`src/rtl/control_unit_pkg.sv`:
```
// Shared definitions for the 8-bit CPU: instruction field widths, opcode
// encodings and the sequencer state encoding. Imported by control_unit and alu8.
package control_unit_pkg;

    localparam int OPC_W  = 4;
    localparam int REG_W  = 2;
    localparam int DATA_W = 8;

    typedef enum logic [OPC_W-1:0] {
        OP_NOP   = 4'h0,
        OP_LDI   = 4'h1,
        OP_MOV   = 4'h2,
        OP_ADD   = 4'h3,
        OP_SUB   = 4'h4,
        OP_AND   = 4'h5,
        OP_OR    = 4'h6,
        OP_XOR   = 4'h7,
        OP_NOT   = 4'h8,
        OP_LD    = 4'h9,
        OP_ST    = 4'hA,
        OP_JMP   = 4'hB,
        OP_JZ    = 4'hC,
        OP_RSV_D = 4'hD,
        OP_RSV_E = 4'hE,
        OP_HALT  = 4'hF
    } opcode_e;

    typedef enum logic [2:0] {
        S_FETCH,
        S_LATCH,
        S_EXEC,
        S_IMM,
        S_MEMRD,
        S_WB,
        S_HALT
    } state_e;

endpackage

```
`src/rtl/alu8.sv`:
```
// alu8: purely combinational 8-bit ALU shared by the multi-cycle sequencer and
// the future pipelined core.
//   op_i   : instruction opcode (only MOV..NOT produce a result, others give 0)
//   a_i    : first operand (rd value)
//   b_i    : second operand (rs value)
//   y_o    : result, modulo 256
//   zero_o : high when y_o == 0
import control_unit_pkg::*;

module alu8 (
    input  logic [OPC_W-1:0]  op_i,
    input  logic [DATA_W-1:0] a_i,
    input  logic [DATA_W-1:0] b_i,
    output logic [DATA_W-1:0] y_o,
    output logic              zero_o
);

    always_comb begin
        y_o = '0;
        case (opcode_e'(op_i))
            OP_MOV:  y_o = b_i;
            OP_ADD:  y_o = a_i + b_i;
            OP_SUB:  y_o = a_i - b_i;
            OP_AND:  y_o = a_i & b_i;
            OP_OR:   y_o = a_i | b_i;
            OP_XOR:  y_o = a_i ^ b_i;
            OP_NOT:  y_o = ~b_i;
            default: y_o = '0;
        endcase
    end

    assign zero_o = (y_o == '0);

endmodule

```
`src/rtl/control_unit.sv`:
```
// control_unit: multi-cycle fetch/decode/execute sequencer for the 8-bit CPU.
// Owns PC, instruction register, result register and zero flag, and drives the
// unified instruction/data memory and the 4x8 register file.
//   clk, rst          : clock, asynchronous active-high reset
//   mem_addr/mem_wdata/mem_we/mem_rdata : memory port (synchronous read)
//   readreg1/readreg2 : register file read selects (ir rd / ir rs)
//   read1/read2       : register file read data
//   writereg/regwrite/reg_wdata : register file write port (always from res)
//   pc_out            : current PC for debug
//   halted            : high while stopped on HALT
import control_unit_pkg::*;

module control_unit #(
    parameter logic [DATA_W-1:0] RESET_PC = 8'h00
) (
    input  logic              clk,
    input  logic              rst,
    output logic [DATA_W-1:0] mem_addr,
    input  logic [DATA_W-1:0] mem_rdata,
    output logic [DATA_W-1:0] mem_wdata,
    output logic              mem_we,
    output logic [REG_W-1:0]  readreg1,
    output logic [REG_W-1:0]  readreg2,
    input  logic [DATA_W-1:0] read1,
    input  logic [DATA_W-1:0] read2,
    output logic [REG_W-1:0]  writereg,
    output logic              regwrite,
    output logic [DATA_W-1:0] reg_wdata,
    output logic [DATA_W-1:0] pc_out,
    output logic              halted
);

    state_e            state_q, state_d;
    logic [DATA_W-1:0] pc_q, pc_d;
    logic [DATA_W-1:0] ir_q, ir_d;
    logic [DATA_W-1:0] res_q, res_d;
    logic              z_q, z_d;

    logic [DATA_W-1:0] alu_y;
    logic              alu_zero;
    opcode_e           opc;

    assign opc = opcode_e'(ir_q[7:4]);

    alu8 u_alu (
        .op_i   (ir_q[7:4]),
        .a_i    (read1),
        .b_i    (read2),
        .y_o    (alu_y),
        .zero_o (alu_zero)
    );

    always_ff @(posedge clk or posedge rst) begin
        if (rst) begin
            state_q <= S_FETCH;
            pc_q    <= RESET_PC;
            ir_q    <= '0;
            res_q   <= '0;
            z_q     <= 1'b0;
        end else begin
            state_q <= state_d;
            pc_q    <= pc_d;
            ir_q    <= ir_d;
            res_q   <= res_d;
            z_q     <= z_d;
        end
    end

    // Strobes depend only on state_q/ir_q, so they cannot glitch between edges.
    always_comb begin
        state_d   = state_q;
        pc_d      = pc_q;
        ir_d      = ir_q;
        res_d     = res_q;
        z_d       = z_q;
        mem_addr  = pc_q;
        mem_wdata = '0;
        mem_we    = 1'b0;

        case (state_q)
            S_FETCH: begin
                state_d = S_LATCH;
            end

            S_LATCH: begin
                ir_d    = mem_rdata;
                pc_d    = pc_q + 8'd1;
                state_d = S_EXEC;
            end

            S_EXEC: begin
                case (opc)
                    OP_MOV, OP_ADD, OP_SUB, OP_AND, OP_OR, OP_XOR, OP_NOT: begin
                        res_d   = alu_y;
                        z_d     = alu_zero;
                        state_d = S_WB;
                    end
                    // Immediate byte sits at pc; its read data arrives in S_IMM.
                    OP_LDI, OP_JMP, OP_JZ: begin
                        state_d = S_IMM;
                    end
                    OP_LD: begin
                        mem_addr = read2;
                        state_d  = S_MEMRD;
                    end
                    OP_ST: begin
                        mem_addr  = read2;
                        mem_wdata = read1;
                        mem_we    = 1'b1;
                        state_d   = S_FETCH;
                    end
                    OP_HALT: begin
                        state_d = S_HALT;
                    end
                    default: begin
                        state_d = S_FETCH;
                    end
                endcase
            end

            S_IMM: begin
                pc_d    = pc_q + 8'd1;
                state_d = S_FETCH;
                case (opc)
                    OP_LDI: begin
                        res_d   = mem_rdata;
                        state_d = S_WB;
                    end
                    OP_JMP: begin
                        pc_d = mem_rdata;
                    end
                    OP_JZ: begin
                        if (z_q) begin
                            pc_d = mem_rdata;
                        end
                    end
                    default: begin
                        state_d = S_FETCH;
                    end
                endcase
            end

            S_MEMRD: begin
                res_d   = mem_rdata;
                state_d = S_WB;
            end

            S_WB: begin
                state_d = S_FETCH;
            end

            S_HALT: begin
                state_d = S_HALT;
            end

            default: begin
                state_d = S_FETCH;
            end
        endcase
    end

    assign readreg1  = ir_q[3:2];
    assign readreg2  = ir_q[1:0];
    assign writereg  = ir_q[3:2];
    assign regwrite  = (state_q == S_WB);
    assign reg_wdata = res_q;
    assign pc_out    = pc_q;
    assign halted    = (state_q == S_HALT);

endmodule

```
`config.mk`:
```
export PLATFORM = sky130hd
export DESIGN_NAME = control_unit
export DESIGN_NICKNAME = d
export VERILOG_FILES = /design/src/rtl/control_unit_pkg.sv /design/src/rtl/alu8.sv /design/src/rtl/control_unit.sv
export SDC_FILE = /design/constraint.sdc
export NUM_CORES = 1
export LEC_CHECK = 0
export CORE_MARGIN = 8
export CORE_UTILIZATION = 50
export DETAILED_ROUTE_END_ITERATION = 12
export DONT_BUFFER_PORTS = 1
export PLACE_DENSITY = 0.63
export SYNTH_ARGS = -nofsm -noshare
export SYNTH_HDL_FRONTEND = slang
export SYNTH_HIERARCHICAL = 1
export SYNTH_SLANG_ARGS = --single-unit
export TNS_END_PERCENT = 5
```
`constraint.sdc`:
```
create_clock -name clk -period 6.6 [get_ports clk]
set_input_delay 0.99 -clock clk [delete_from_list [all_inputs] [get_ports clk]]
set_output_delay 0.99 -clock clk [all_outputs]
set_load 0.005 [all_outputs]
```
=== After elaboration in Yosys (flattened, before gate mapping) ===
Cells that the tools add are included.

* Equality and inequality tests: 21
* Bitwise gates (word level): 4
* Add/subtract/negate cells: 3
* Muxes and demuxes: 16
* Reductions and logical operators: 9

{| class="wikitable"
|+ Operators by type and width
! kind !! count
|-
| $mux W8 || 7
|-
| $pmux W8 S7 || 1
|-
| $pmux W8 S2 || 2
|-
| $eq A4 B4 Y1 const B || 6
|-
| $pmux W8 S3 || 1
|-
| $pmux W3 S6 || 1
|-
| $eq A4 B3 Y1 const B || 4
|-
| $pmux W3 S4 || 1
|-
| $eq A3 B3 Y1 const B || 3
|-
| $add A8 B1 Y8 const B || 1
|-
| $add A8 B8 Y8 || 1
|-
| $and A8 B8 Y8 || 1
|-
| $eq A4 B2 Y1 const B || 2
|-
| $logic_not A8 Y1 || 1
|-
| $not A8 Y8 || 1
|-
| $or A8 B8 Y8 || 1
|-
| $sub A8 B8 Y8 || 1
|-
| $xor A8 B8 Y8 || 1
|-
| $reduce_or A7 Y1 || 1
|-
| $eq A3 B2 Y1 const B || 2
|-
| $eq A4 B1 Y1 const B || 1
|-
| $eq A3 B1 Y1 const B || 1
|-
| $logic_not A3 Y1 || 1
|-
| $mux W3 || 1
|-
| other kinds (9) || 10
|}

* Input port bits: 26
* Logic and storage cells: 58
* Output and inout bits: 41
* Flip-flop bits (word level): 28

=== Longest topological paths before layout ===
Gate-level depths: netlist (run 1).

* Depth after elaboration: 4
* Mapped depth: 12
* Gate-level depth less buffers: 12

=== Hierarchy ===
The synthesis (run 1) kept the hierarchy.

{| class="wikitable"
|+ By module, submodules not included
! module !! cells an instance !! times used !! area an instance (um^2) !! seq. area each (um^2)
|-
| control_unit || 179 || 1 || 1929.4 || 700.7
|-
| alu8 || 158 || 1 || 1204.9 || 0.0
|}

=== Worst setup path after synthesis (run 1) ===
OpenSTA, ideal clock, no wires.

* Kind: in2reg
* From: input read2[0]
* To: register z_q
* Data arrival time: 3.473 ns
* Path buffers: 0
* Data required time: 6.533 ns
* Library setup time: 0.067 ns
* Slack: 3.060 ns
* Cell stages on the path: 11
* Cells stage by stage: inv_1 -> ha_1 -> mux2_2 -> fa_1 -> nor2b_1 -> o31ai_1 -> nor2b_1 -> a221o_1 -> or4_1 -> nor4_2 -> a32o_1

* Word-level cells in the longest chain between the ends: 3
* Elaborated cells on any way between the ends: 8
* Classes of those cells: 2 x add/sub; 1 x mux; 4 x bitwise; 1 x reduce/logical

{| class="wikitable"
|+ RTL lines
! item !! RTL line !! text
|-
| from (decl) || control_unit.sv:25 || <nowiki>input logic [DATA_W-1:0] read2,</nowiki>
|-
| $sub A8 B8 Y8 / $add A8 B8 Y8 (equally long branches) || alu8.sv:23, alu8.sv:22 ||
|-
| $pmux W8 S7 * || alu8.sv:20 || <nowiki>case (opcode_e'(op_i))</nowiki>
|-
| net alu_y[4] || control_unit.sv:39 || <nowiki>logic [DATA_W-1:0] alu_y;</nowiki>
|-
| $logic_not A8 Y1 * || alu8.sv:32 || <nowiki>assign zero_o = (y_o == '0);</nowiki>
|-
| net alu_zero || control_unit.sv:40 || <nowiki>logic alu_zero;</nowiki>
|-
| to (signal assigned) || control_unit.sv:65 || <nowiki>z_q <= z_d;</nowiki>
|-
| to (decl) || control_unit.sv:37 || <nowiki>logic z_q, z_d;</nowiki>
|}

Mark *: on every way through the listed nets, which the timed path passes. The rest lies on a longest branch.
A chain may end at the register's enable or synchronous reset.

=== Final worst setup path (run 1) ===
* From: register ir_q[6]
* To: register z_q

* Word-level cells in the longest chain between the ends: 3
* Elaborated cells on any way between the ends: 11
* Classes of those cells: 7 x eq/ne; 1 x mux; 3 x reduce/logical

{| class="wikitable"
|+ RTL lines
! item !! RTL line !! text
|-
| from (decl) || control_unit.sv:35 || <nowiki>logic [DATA_W-1:0] ir_q, ir_d;</nowiki>
|-
| from (signal assigned) || control_unit.sv:63 || <nowiki>ir_q <= ir_d;</nowiki>
|-
| $eq A4 B4 Y1, or another cell as far along || alu8.sv:20 ||
|-
| $pmux W8 S7 * || alu8.sv:20 ||
|-
| net alu_y[4] || control_unit.sv:39 ||
|-
| $logic_not A8 Y1 * || alu8.sv:32 ||
|-
| net alu_zero || control_unit.sv:40 ||
|}

Marks and branches as above.

==> impl_metrics.csv, run 1 <==
group,metric,value,unit
logic_synthesis,netlist_top_cells_count,"28 x dfrtp_1, 25 x ha_1, 24 x inv_1",
pwr,ir_drop,0.255,mV
critical_path,r2r-start,"ir_q[6]",
timing,fin_crit_sh,0.618,
placement,dp_hpwl,6520,um
critical_path,worstSetupPathType,"flop to flop",
clocking,cts-resized-gates,0,
logic_synthesis,syn_inst,337,
pwr,p_leak,1.35,nW
finish,final_cell_area,0.00315,mm2
finish,area_growth_syn_to_layout,0.399,%
timing,tns,0,ps
logic_synthesis,yosysWarnings,6,
logic_synthesis,synth_cell_types,78,
floorplanning,ios,67,
floorplanning,die_x,95.2,um
hold_path,hold_depth,1,
flow_run,drv_cap,0,
hold_path,worstHoldEndpoint,"z_q",
drt,drc,0,
timing,worstMarginPinSlew,1130,ps
clocking,clock_latency,280,ps
placement,io_buffers,0,
critical_path,startpoint_type,"flop",
pwr,internal_power,741,uW
drt,viasPerCell,6.42,
timing,slew_headroom,0.244,
placement,dp_slack,2530,ps
finish,diodes,0,
floorplanning,die_y,95.2,um
pwr,p_switching,679,uW
logic_synthesis,netlist_top_cells_area,"dfrtp_1 22%, ha_1 10%, mux2_2 5.7%, mux2_4 3.8%, inv_1 2.9%",
drt,routedWlPerCell,21.4,um
finish,n_fill_cell,586,
drt,ant_nets,0,
global_route,grt_max_degree,33,
global_route,track_usage,0.194,
global_route,grt_pass1_vias,2518,
outcome,status,"finished clean",
finish,utilization,0.507,
clocking,h-tree-depth,1,
pwr,power.share.clock,0.098,
global_route,antenna_found_initial,0,
clocking,cts-root-buf,"clkbuf_8",
timing,max_freq,245,MHz
floorplanning,core,0.00620,mm2
critical_path,rr_endpoint,"z_q",
global_route,grt_pass1_wl,14000,um
pwr,combPwrFrac,0.604,
logic_synthesis,synth_ff_type,"dfrtp_1",
placement,dpl_cell_area,0.00308,mm2
placement,routabilityCongestion,0.846,
drt,wirelength,8530,um
critical_path,worstPathMaxFanout,28,
critical_path,cp.required,6820,ps
timing,slew_violations,0,
clocking,postCtsHoldBufs,0,
logic_synthesis,yosys_register_bits,28,
critical_path,rrSetupSlack,2520,ps
clocking,cts_sinks,28,
drt,drt_first_pass_iters,6,
critical_path,reg2reg_depth,10,
logic_synthesis,yosys.area.top_type,"dfrtp_1",
hold_path,hp-start,"z_q",
timing,rsz0062_at_grt,"false",
clocking,clkTransAtPathRegs,100,ps
pwr,swShare,0.478,
timing,finalSetupViolations,0,
clocking,cts_buffer_depth,2,
logic_synthesis,synth_edf_count,0,
critical_path,critPathCaptureType,"flop",
global_route,grt-ovfl-total,0,
floorplanning,initial_core_util,0.505,
pwr,seqPwrFrac,0.298,
finish,fin_nets,374,
timing,fin_crit,4080,ps
clocking,cts_tree,"yes",
logic_synthesis,synth_top_area_frac,0.224,
pwr,p_per_area,451,mW/mm2
clocking,numCtsBuffers,3,
logic_synthesis,ys_seq_area_frac,0.224,
critical_path,cp.arrival,4300,ps
logic_synthesis,synth.avg_cell_area,9.30,um2
clocking,postCtsSetupBuffers,0,
timing,finalWorstSetupSlack,2520,ps
hold_path,min_path_type,"flop to flop",
logic_synthesis,yosysMostFrequentCell,"dfrtp_1",
timing,clock_skew,6.40,ps
drt,num_vias,2556,
floorplanning,fp-row-count,29,
drt,drtIter0Drc,221,
finish,drive_above_1_share,0.156,
timing,hold_viol,0,
logic_synthesis,async_flop_share,1.00,
floorplanning,die_area,0.00906,mm2
logic_synthesis,synthesis.nets,389,
pwr,totalPowerFinal,1.42,mW
logic_synthesis,syn_area,0.00313,mm2
## state kept, by name (all words and copies together), names as in the netlist
signal / count
ir_q: 8
pc_out: 8
reg_wdata: 8
state_q: 3
z_q: 1
## worst max-delay path by stage
stage	slack, ps	startpoint	endpoint	cells past startpoint
5_1_grt	2320	ir_q[6]	z_q	10
3_3_place_gp	2660	ir_q[6]	z_q	10
2_1_floorplan	3060	read2[0]	z_q	11
3_5_place_dp	2530	ir_q[6]	z_q	10
6_report	2520	ir_q[6]	z_q	10
4_1_cts	2540	ir_q[6]	z_q	10
## power by group through the flow
stage	sequential (mW)	clock [mW]	combinational [mW]
final	0.424	0.139	0.857
after global routing	0.445	0.149	0.948
after detailed placement	0.429	0	0.846
after global placement	0.422	0	0.840
after floorplan	0.327	0	0.824
after CTS	0.424	0.140	0.851
## cells by family (layout without fill, tap and decap cells)
family / Yosys count / after routing / share of synthesized area
compound gates: 81 / 81 / 0.192
xor+xnor: 12 / 12 / 0.0335
fa+ha+maj: 26 / 26 / 0.106
buf+inv: 45 / 29 / 0.0806
flops: 28 / 28 / 0.224
mux: 39 / 39 / 0.147
simple gates: 106 / 106 / 0.218
## critical path: stages (launching register included)
cell and delay [ps]:
dfrtp_1 900, nor4b_4 570, mux2_2 420, fa_1 430, nor2b_1 190, o31ai_1 110
nor2b_1 150, a221o_1 370, or4_1 520, nor4_2 160, a32o_1 190
## metrics by stage
step / hold slack, ps / instances
after floorplan: 467 / 337
after global placement: 497 / 394
after detailed placement: 504 / 394
after CTS: 527 / 398
after global routing: 554 / 398
final: 518 / 398
## cells in the final DEF (no fill, tap or decap), drive strengths merged, types with 3 or more instances in the layout
cell / Yosys / routed
and3b: 3 / 3
mux2i: 7 / 7
mux2: 32 / 32
xor2: 3 / 3
nor2b: 8 / 8
o21ai: 18 / 18
nand2: 19 / 19
o31ai: 4 / 4
nand2b: 6 / 6
xnor2: 9 / 9
ha: 25 / 25
nor2: 18 / 18
a31oi: 4 / 4
clkbuf: 2 / 3
a21oi: 16 / 16
o32ai: 3 / 3
nand3: 10 / 10
nor3: 4 / 4
and3: 4 / 4
inv: 24 / 24
nor4: 3 / 3
nor3b: 6 / 6
nand3b: 4 / 4
and2: 9 / 9
a2bb2oi: 3 / 3
dfrtp: 28 / 28
o32a: 3 / 3
o22ai: 3 / 3
## layout make-up
| type | instances | area [um2] | share of cell area |
|---|---|---|---|
| clock inverters | 1 | 30.0 | 0.00954 |
| flip-flops and latches | 28 | 701 | 0.223 |
| inverters | 24 | 90.1 | 0.0286 |
| clock buffers | 3 | 41.3 | 0.0131 |
| well taps | 77 | 96.3 | 0.0306 |
| repair buffers | 1 | 7.51 | 0.00239 |
| multi-input cells | 264 | 2180 | 0.693 |
## routing by layer
metal,part of all wire,up-vias,track usage
met4,0.016,0,0.0455
met2,0.46,113,0.312
met1,0.44,1221,0.264
met3,0.081,10,0.0346
li1,-,1212,-
met5,0,-,0
Power figures use the tool's default switching activity.
==> run 2, diff against run 1 <==
==> constraint.sdc (replaced) <==
create_clock -name clk -period 4.2 [get_ports clk]
set_input_delay 0.63 -clock clk [delete_from_list [all_inputs] [get_ports clk]]
set_output_delay 0.63 -clock clk [all_outputs]
set_load 0.005 [all_outputs]
==> run 2 against run 1 <==
- total power up 56%
- highest routed layer unchanged
- critical path depth unchanged
- largest cell class unchanged
- cell count up 0.75%
- combinational power up 72%
- clock-buffer cell count up 1
- sequential power up 34%
- cell area up 0.20%
- die area unchanged
==> impl_metrics.csv, run 2 (synthesis results as in run 1) <==
group,metric,value,unit
outcome,status,"finished clean",
pwr,ir_drop,0.318,mV
placement,dpl_cell_area,0.00310,mm2
finish,diodes,0,
floorplanning,die_x,95.2,um
finish,utilization,0.508,
finish,seq_area,701,um2
global_route,grt_pass1_wl,13900,um
clocking,cts_buffer_depth,2,
finish,n_fill_cell,585,
finish,fin_cells,401,
placement,io_buffers,0,
critical_path,worstPathMaxFanout,9,
pwr,p_per_area,701,mW/mm2
timing,slew_headroom,0.272,
hold_path,min_path_type,"primary input to flop",
finish,drive_above_1_share,0.164,
finish,fin_nets,377,
drt,routedWlPerCell,21.3,um
timing,hold_viol,0,
finish,final_cell_area,0.00315,mm2
finish,area_growth_syn_to_layout,0.599,%
flow_run,drv_cap,0,
critical_path,cp.required,4420,ps
floorplanning,fp-row-count,29,
placement,dp_hpwl,6560,um
floorplanning,die_y,95.2,um
clocking,postCtsSetupBuffers,0,
floorplanning,die_area,0.00906,mm2
finish,final_common_cell,"dfrtp_1",
finish,multiInputGateArea,0.00218,mm2
global_route,track_usage,0.195,
timing,slew_violations,0,
finish,layout_common_cells,"28 x dfrtp_1, 25 x ha_1, 24 x inv_1, 18 x nand2_1",
clocking,postCtsHoldBufs,0,
floorplanning,core,0.00620,mm2
clocking,cts_tree,"yes",
critical_path,startpoint_type,"flop",
drt,wirelength,8520,um
drt,num_vias,2533,
timing,tns,0,ps
drt,ant_nets,0,
drt,viasPerCell,6.32,
timing,max_freq,282,MHz
timing,holdWs,465,ps
timing,worstMarginPinSlew,1090,ps
critical_path,critPathCaptureType,"flop",
floorplanning,ios,67,
pwr,p_leak,1.36,nW
timing,finalSetupViolations,0,
global_route,grt_max_degree,32,
clocking,cts-root-buf,"clkbuf_8",
floorplanning,initial_core_util,0.505,
timing,clock_skew,13.8,ps
timing,fin_crit_sh,0.844,
drt,drc,0,
clocking,cts-resized-gates,0,
critical_path,worstSetupPathType,"flop to flop",
clocking,numCtsBuffers,3,
timing,fin_crit,3540,ps
critical_path,cp.arrival,3760,ps
drt,drtIter0Drc,146,
placement,dp_cells,397,
clocking,h-tree-depth,1,
clocking,cts_sinks,28,
clocking,clock_latency,280,ps
drt,drt_first_pass_iters,4,
placement,routabilityCongestion,0.911,
global_route,grt-ovfl-total,0,
global_route,antenna_found_initial,0,
timing,rsz0062_at_grt,"false",
clocking,clkTransAtPathRegs,100,ps
global_route,grt_pass1_vias,2496,
## run 2: through the flow
step           power [mW]  setup slack, ps
4_1_cts              2.22              660
2_1_floorplan        1.81              909
3_3_place_gp         2.01              745
6_report             2.21              656
5_1_grt              2.41              453
3_5_place_dp         2.03              672
## run 2: final timing paths
| kind | startpoint | cells past startpoint | end | slack (ps) |
|---|---|---|---|---|
| max | ir_q[7] | 10 | z_q | 660 |
| min | mem_rdata[4] | 2 | ir_q[4] | 460 |
| max reg2reg | ir_q[7] | 10 | z_q | 660 |
| min reg2reg | z_q | 1 | z_q | 520 |
| max in group asynchronous | rst | 1 | state_q[0] | 3030 |
| min in group asynchronous | rst | 1 | pc_out[0] | 500 |
## run 2: where the power goes
part	switching (mW)	total [mW]	internal, mW
logic	0.807	1.47	0.665
registers	0.179	0.569	0.390
clock network	0.0860	0.170	0.0841
## run 2: layer usage
| metal | global-route usage | up-vias | share of wire |
|---|---|---|---|
| li1 | - | 1213 | - |
| met1 | 0.250 | 1217 | 0.43 |
| met2 | 0.323 | 90 | 0.47 |
| met3 | 0.0433 | 13 | 0.083 |
| met4 | 0.0468 | 0 | 0.014 |
| met5 | 0 | - | 0 |
## run 2: layout make-up
type                       instances  area share
tap                               77      0.0306
timing repair buffer               4     0.00952
multi-input combinational        264       0.692
inverter                          24      0.0286
sequential                        28       0.222
clock buffer                       4      0.0175
## run 2: worst max-delay path: stages, from the launching register on
cell and delay, ps:
dfrtp_1 420, nor4b_4 570, mux2_2 420, fa_1 440, nor2b_1 170, o31ai_1 100
nor2b_1 140, a221o_1 360, or4_1 530, nor4_2 160, a32o_1 180
==> run 3, diff against run 2 <==
==> constraint.sdc (replaced) <==
create_clock -name clk -period 3.7 [get_ports clk]
set_input_delay 0.555 -clock clk [delete_from_list [all_inputs] [get_ports clk]]
set_output_delay 0.555 -clock clk [all_outputs]
set_load 0.005 [all_outputs]
==> run 3 against run 2 <==
- register-to-register slack got worse by 250 ps
- routed wire length fell by 1.2%
- total power rose by 16%
- critical path type unchanged
- flip-flop and latch count did not move
- clock-buffer cell count fell by 1
- setup slack got worse by 250 ps
- highest routed layer unchanged
- global-route usage fell by 0.73 points
- non-clock buffer count rose by 1
- sequential power rose by 13%
- cell area rose by 0.75%
- cell count rose by 0.25%
- clock power rose by 48%
==> impl_metrics.csv, run 3 (synthesis results as in run 1) <==
group,metric,value,unit
drt,drt_first_pass_iters,4,
global_route,grt-ovfl-total,0,
critical_path,cp.required,3920,ps
timing,slew_headroom,0.271,
critical_path,cpMostUsedCell,"nor2b_1",
critical_path,startpoint_type,"flop",
timing,fin_crit_sh,0.890,
critical_path,rrSetupSlack,410,ps
global_route,grt_max_degree,32,
clocking,cts-root-buf,"clkbuf_8",
timing,slew_violations,0,
critical_path,crit_path_end,"z_q",
drt,wirelength,8420,um
clocking,postCtsSetupBuffers,0,
critical_path,cp_top_family,"simple AND/OR/NAND/NOR gates",
pwr,swShare,0.474,
drt,drtIter0Drc,120,
timing,clock_skew,14.4,ps
timing,finalSetupViolations,0,
pwr,p_per_area,806,mW/mm2
critical_path,r2r-start,"ir_q[7]",
critical_path,crit_slowest_cell,"or4_1",
floorplanning,fp-row-count,29,
finish,layout_common_cells,"28 x dfrtp_1, 25 x ha_1, 24 x inv_1, 18 x nand2_1",
timing,max_freq,304,MHz
pwr,ir_drop,0.408,mV
clocking,cts_tree,"yes",
drt,viasPerCell,6.19,
pwr,combPwrFrac,0.650,
timing,hold_viol,0,
pwr,power.share.clock,0.098,
floorplanning,initial_core_util,0.505,
pwr,p_leak,1.37,nW
drt,ant_nets,0,
timing,fin_crit,3290,ps
clocking,cts-resized-gates,0,
clocking,postCtsHoldBufs,0,
floorplanning,die_x,95.2,um
clocking,cts_buffer_depth,2,
critical_path,worstPathMaxFanout,2,
global_route,grt_pass1_vias,2399,
finish,n_fill_cell,570,
floorplanning,die_y,95.2,um
critical_path,worstSetupPathType,"flop to flop",
timing,worstMarginPinSlew,1090,ps
hold_path,min_path_type,"primary input to flop",
finish,fin_nets,378,
clocking,numCtsBuffers,3,
finish,drive_above_1_share,0.166,
finish,seq_area,701,um2
global_route,grt_pass1_wl,13300,um
timing,tns,0,ps
pwr,internal_power,1.35,mW
drt,num_vias,2488,
critical_path,cp.arrival,3510,ps
placement,io_buffers,0,
timing,finalWorstSetupSlack,408,ps
placement,dp_hpwl,6360,um
critical_path,reg2reg_depth,10,
global_route,track_usage,0.188,
hold_path,hold_depth,2,
pwr,p_switching,1.21,mW
floorplanning,ios,67,
global_route,antenna_found_initial,0,
clocking,cts_sinks,28,
critical_path,path_buf_inv,0,
finish,area_growth_syn_to_layout,1.36,%
timing,rsz0062_at_grt,"false",
flow_run,drv_cap,0,
critical_path,critPathCaptureType,"flop",
finish,final_common_cell,"dfrtp_1",
pwr,seqPwrFrac,0.251,
critical_path,rr_endpoint,"z_q",
finish,diodes,0,
drt,drc,0,
placement,dp_slack,424,ps
clocking,clkTransAtPathRegs,110,ps
critical_path,path_cells,"nor4b_4, mux2_2, fa_1, nor2b_1, o31ai_1, nor2b_1, a221o_1, or4_1, nor4_2, a32o_1",
placement,routabilityCongestion,0.917,
critical_path,max_stage_delay,520,ps
clocking,h-tree-depth,1,
finish,multiInputGateArea,0.00218,mm2
floorplanning,core,0.00620,mm2
clocking,clock_latency,290,ps
floorplanning,die_area,0.00906,mm2
critical_path,cp.depth,10,
outcome,status,"finished clean",
drt,routedWlPerCell,21.0,um
critical_path,crit_start,"ir_q[7]",
[run 3: changes by cell type in the layout (fill, tap and decap cells not counted), sizes merged]
cell	before	now
buf	4	5
bufinv	0	1
clkbuf	4	3
[run 3: metal layers]
layer / wire [um] / share of wire / vias to the layer above / global-route usage
li1: - / - / 1209 / -
met1: 3840 / 0.46 / 1182 / 0.255
met2: 3850 / 0.46 / 88 / 0.292
met3: 651 / 0.077 / 9 / 0.0394
met4: 83 / 0.0099 / 0 / 0.0520
met5: 0 / 0 / - / 0
[run 3: area by class of cell]
class,instances,area share
timing repair buffer,5,0.0118
inverter,24,0.0284
sequential,28,0.221
clock inverter,1,0.00945
clock buffer,3,0.0130
tap,77,0.0303
multi-input combinational,264,0.686
[run 3: metrics by stage]
stage	hold slack, ps	util	std cells	power, mW	instance area, um2
final	382	0.512	402	2.56	3180
after global routing	376	0.512	402	2.77	3180
after floorplan	467	-	337	2.05	3130
after global placement	484	0.501	398	2.29	3110
after detailed placement	496	0.501	398	2.29	3110
after CTS	379	0.512	402	2.55	3180
[run 3: worst min-delay path by stage]
stage,startpoint,end,slack (ps)
6_report,mem_rdata[4],ir_q[4],380
3_5_place_dp,z_q,z_q,500
4_1_cts,mem_rdata[4],ir_q[4],380
5_1_grt,mem_rdata[4],ir_q[4],380
3_3_place_gp,z_q,z_q,480
2_1_floorplan,z_q,z_q,470
[run 3: worst reg2reg max path, cell delays in order (launching register included)]
cell and delay [ps]:
dfrtp_1 420, nor4b_4 350, mux2_2 400, fa_1 430, nor2b_1 170, o31ai_1 100, nor2b_1 150, a221o_1 360
or4_1 520, nor4_2 160, a32o_1 190
[run 3: power by group through the flow]
stage	Sequential (mW)	Combinational [mW]	Clock [mW]
2_1_floorplan	0.582	1.47	0
3_3_place_gp	0.653	1.64	0
3_5_place_dp	0.654	1.63	0
4_1_cts	0.648	1.65	0.255
5_1_grt	0.673	1.83	0.262
6_report	0.644	1.66	0.252
==> RTL edit (config.mk and constraints of run 2) <==
Make the reset (`rst`) synchronous in one clocked block. Comments in the files are not updated.
--- a/src/rtl/control_unit.sv
+++ b/src/rtl/control_unit.sv
@@ -52,3 +52,3 @@
 
-    always_ff @(posedge clk or posedge rst) begin
+    always_ff @(posedge clk) begin
         if (rst) begin
Check against the original RTL: differs if rst is asserted again (counterexample within 4 cycles, from zero or initial values and one cycle with rst high); with rst held inactive, the same outputs for 10 cycles.
==> RTL edit against run 2 <==
- utilization up 1.3 points
- routed wire length up 8.4%
- worst hold slack worse by 0.046 ns
- area after synthesis down 2.0%
- worst setup slack better by 0.043 ns
- global-route usage up 1.0 points
- cell area down 2.1%
- sequential cell count unchanged
- critical path type unchanged
Power is not compared: it rests on default switching activity, and its combinational part moved more than twofold at a synthesized area within 25%.
==> RTL edit: results (changes against run 2) <==
[run_status]
outcome = completed

[yosys]
synth.area.top_cells = dfxtp_1 (18%), ha_1 (10%), a21oi_1 (5.1%), mux2_2 (3.7%), nand2_1 (3.4%)
synth.distinct_cells = 77  ; -1.3%
synth-seq-area-share_pct = 18.26  ; -4.1 points
syn_nets = 439  ; +13%
synth_ff_type = dfxtp_1
synth_commonest_cells = a21oi_1 (31), dfxtp_1 (28), nand2_1 (28)
async_reset_ff_share_pct = 0  ; -100 points
yosys_warnings = 6  ; unchanged

[min_path]
hp-start = rst
hp-class = in -> reg

[clock_tree]
cts.clk_slew.worst_paths_ns = 0.10  ; about the same
cts-root-buf = clkbuf_8
clkLatencyLatePin_ns = 0.28  ; about the same
cts_max_level = 1  ; unchanged
numCtsBuffers = 3  ; unchanged
clk_path_buf_depth = 2  ; unchanged
post_cts_resized = 0  ; unchanged
post_cts_buffers = 0  ; unchanged

[worst_setup_path]
arrival_ns = 3.72  ; -0.04 ns
max_stage_delay_ns = 0.59  ; +0.02 ns
slowest_stage = nor4b_4
critPathMaxFanout = 9  ; unchanged
worstSetupStartpoint = ir_q[7]
critPathTopFamily = simple AND/OR/NAND/NOR gates

[global_routing]
grt_max_degree = 34  ; +6.3%
grt_pass1_wl_microns = 14750  ; +5.8%
grtUsageTotal_pct = 20.50  ; +1.0 points
antenna_found_initial = 0  ; unchanged
grt_pass1_vias = 2710  ; +8.6%

[pwr]
p_leak_uw = 0.001249
irDropWorstVdd_mv = 0.2286

[finish]
diodes = 0  ; unchanged
layout.nets = 417  ; +11%
final_layout_size_suffix_gt1_share_pct = 9.890  ; -6.5 points

[detailed_routing]
drt_iter0_drc = 166  ; +14%
ant_nets = 0  ; unchanged
wl_per_cell_microns = 21.04  ; -0.98%
drt-pass1-iter-count = 5  ; +1
num_vias = 2922  ; +15%

[placement]
dp_hpwl_microns = 6899  ; +5.2%
place_congestion = 0.9470  ; +3.9%
port_buffers = 0  ; unchanged

[timing]
fin_worst_skew_ns = 0.005564  ; -0.008221 ns
tightestPinTransition_ns = 1.069  ; -0.02184 ns

[job]
maxCapViolCount = 0  ; unchanged

==> RTL edit: cell types whose count changed after synthesis, moves of 7 or more <==
cell | before | now
nand2_1 | 18 | 28
a21oi_1 | 15 | 31
clkbuf_1 | 1 | 11
nor3_1 | 3 | 13
dfxtp_1 | 0 | 28
mux2_1 | 8 | 0
dfrtp_1 | 28 | 0
a41o_1 | 0 | 8
mux2_4 | 8 | 0
a31oi_1 | 3 | 10
==> RTL edit: path summary, 6_finish.rpt <==
kind / end / slack, ns / depth (start not counted)
min: pc_out[0] / 0.42 / 1
min reg2reg: z_q / 0.50 / 2
max: z_q / 0.70 / 11
max reg2reg: z_q / 0.70 / 11
==> RTL edit: per-stage QoR <==
stage / area [sq um] / worst slack (ns) / power (uW) / instances / hold WS, ns
CTS: 3085 / 0.7403 / 809.7 / 439 / 0.4035
global placement: 3014 / 0.8355 / 592.3 / 435 / 0.4854
finish: 3085 / 0.6994 / 809.1 / 439 / 0.4191
floorplan: 3070 / 0.9246 / 548.5 / 387 / 0.4510
global route: 3085 / 0.5536 / 860.7 / 439 / 0.3961
detailed placement: 3014 / 0.7780 / 594.8 / 435 / 0.4790
==> RTL edit: worst reg2reg max path, stage by stage, from the launching register on <==
cell and delay, ns:
dfxtp_1 0.34, nor4b_4 0.59, mux2_2 0.43, fa_1 0.43, nor2b_1 0.18, o31ai_1 0.10
nor2b_1 0.14, a221o_1 0.36, or4_1 0.53, nor4_2 0.15, mux2i_1 0.10, nor2_1 0.08
==> RTL edit: logic make-up after synthesis <==
| logic type | synth area share (%) |
|---|---|
| simple gates | 25.55 |
| compound gates | 28.20 |
| buf+inv | 8.435 |
| flops | 18.26 |
| fa+ha+maj | 10.84 |
| mux | 5.298 |
| xor+xnor | 3.423 |
==> RTL edit: routing by layer <==
| metal | up-vias | track usage [%] | share of wire (%) | wire length [microns] |
|---|---|---|---|---|
| li1 | 1406 | - | - | - |
| met1 | 1380 | 25.17 | 40 | 3714 |
| met2 | 120 | 34.30 | 48 | 4479 |
| met3 | 16 | 4.921 | 9.4 | 865 |
| met4 | 0 | 6.605 | 1.9 | 178 |
| met5 | - | 0 | 0 | 0 |
==> RTL edit: cell type report <==
class | instances | area, sq um
tap | 75 | 93.84
timing repair buffer | 4 | 30.03
fill | 579 | 2835
clock buffer | 3 | 41.29
multi-input combinational | 307 | 2251
inverter | 21 | 78.83
clock inverter | 1 | 30.03
sequential | 28 | 560.5
==> RTL edit: where the power goes <==
| group | total, uW | switching, uW | internal [uW] |
|---|---|---|---|
| registers | 302 | 23.4 | 279 |
| logic | 293 | 170 | 123 |
| clock network | 214 | 86.3 | 128 |
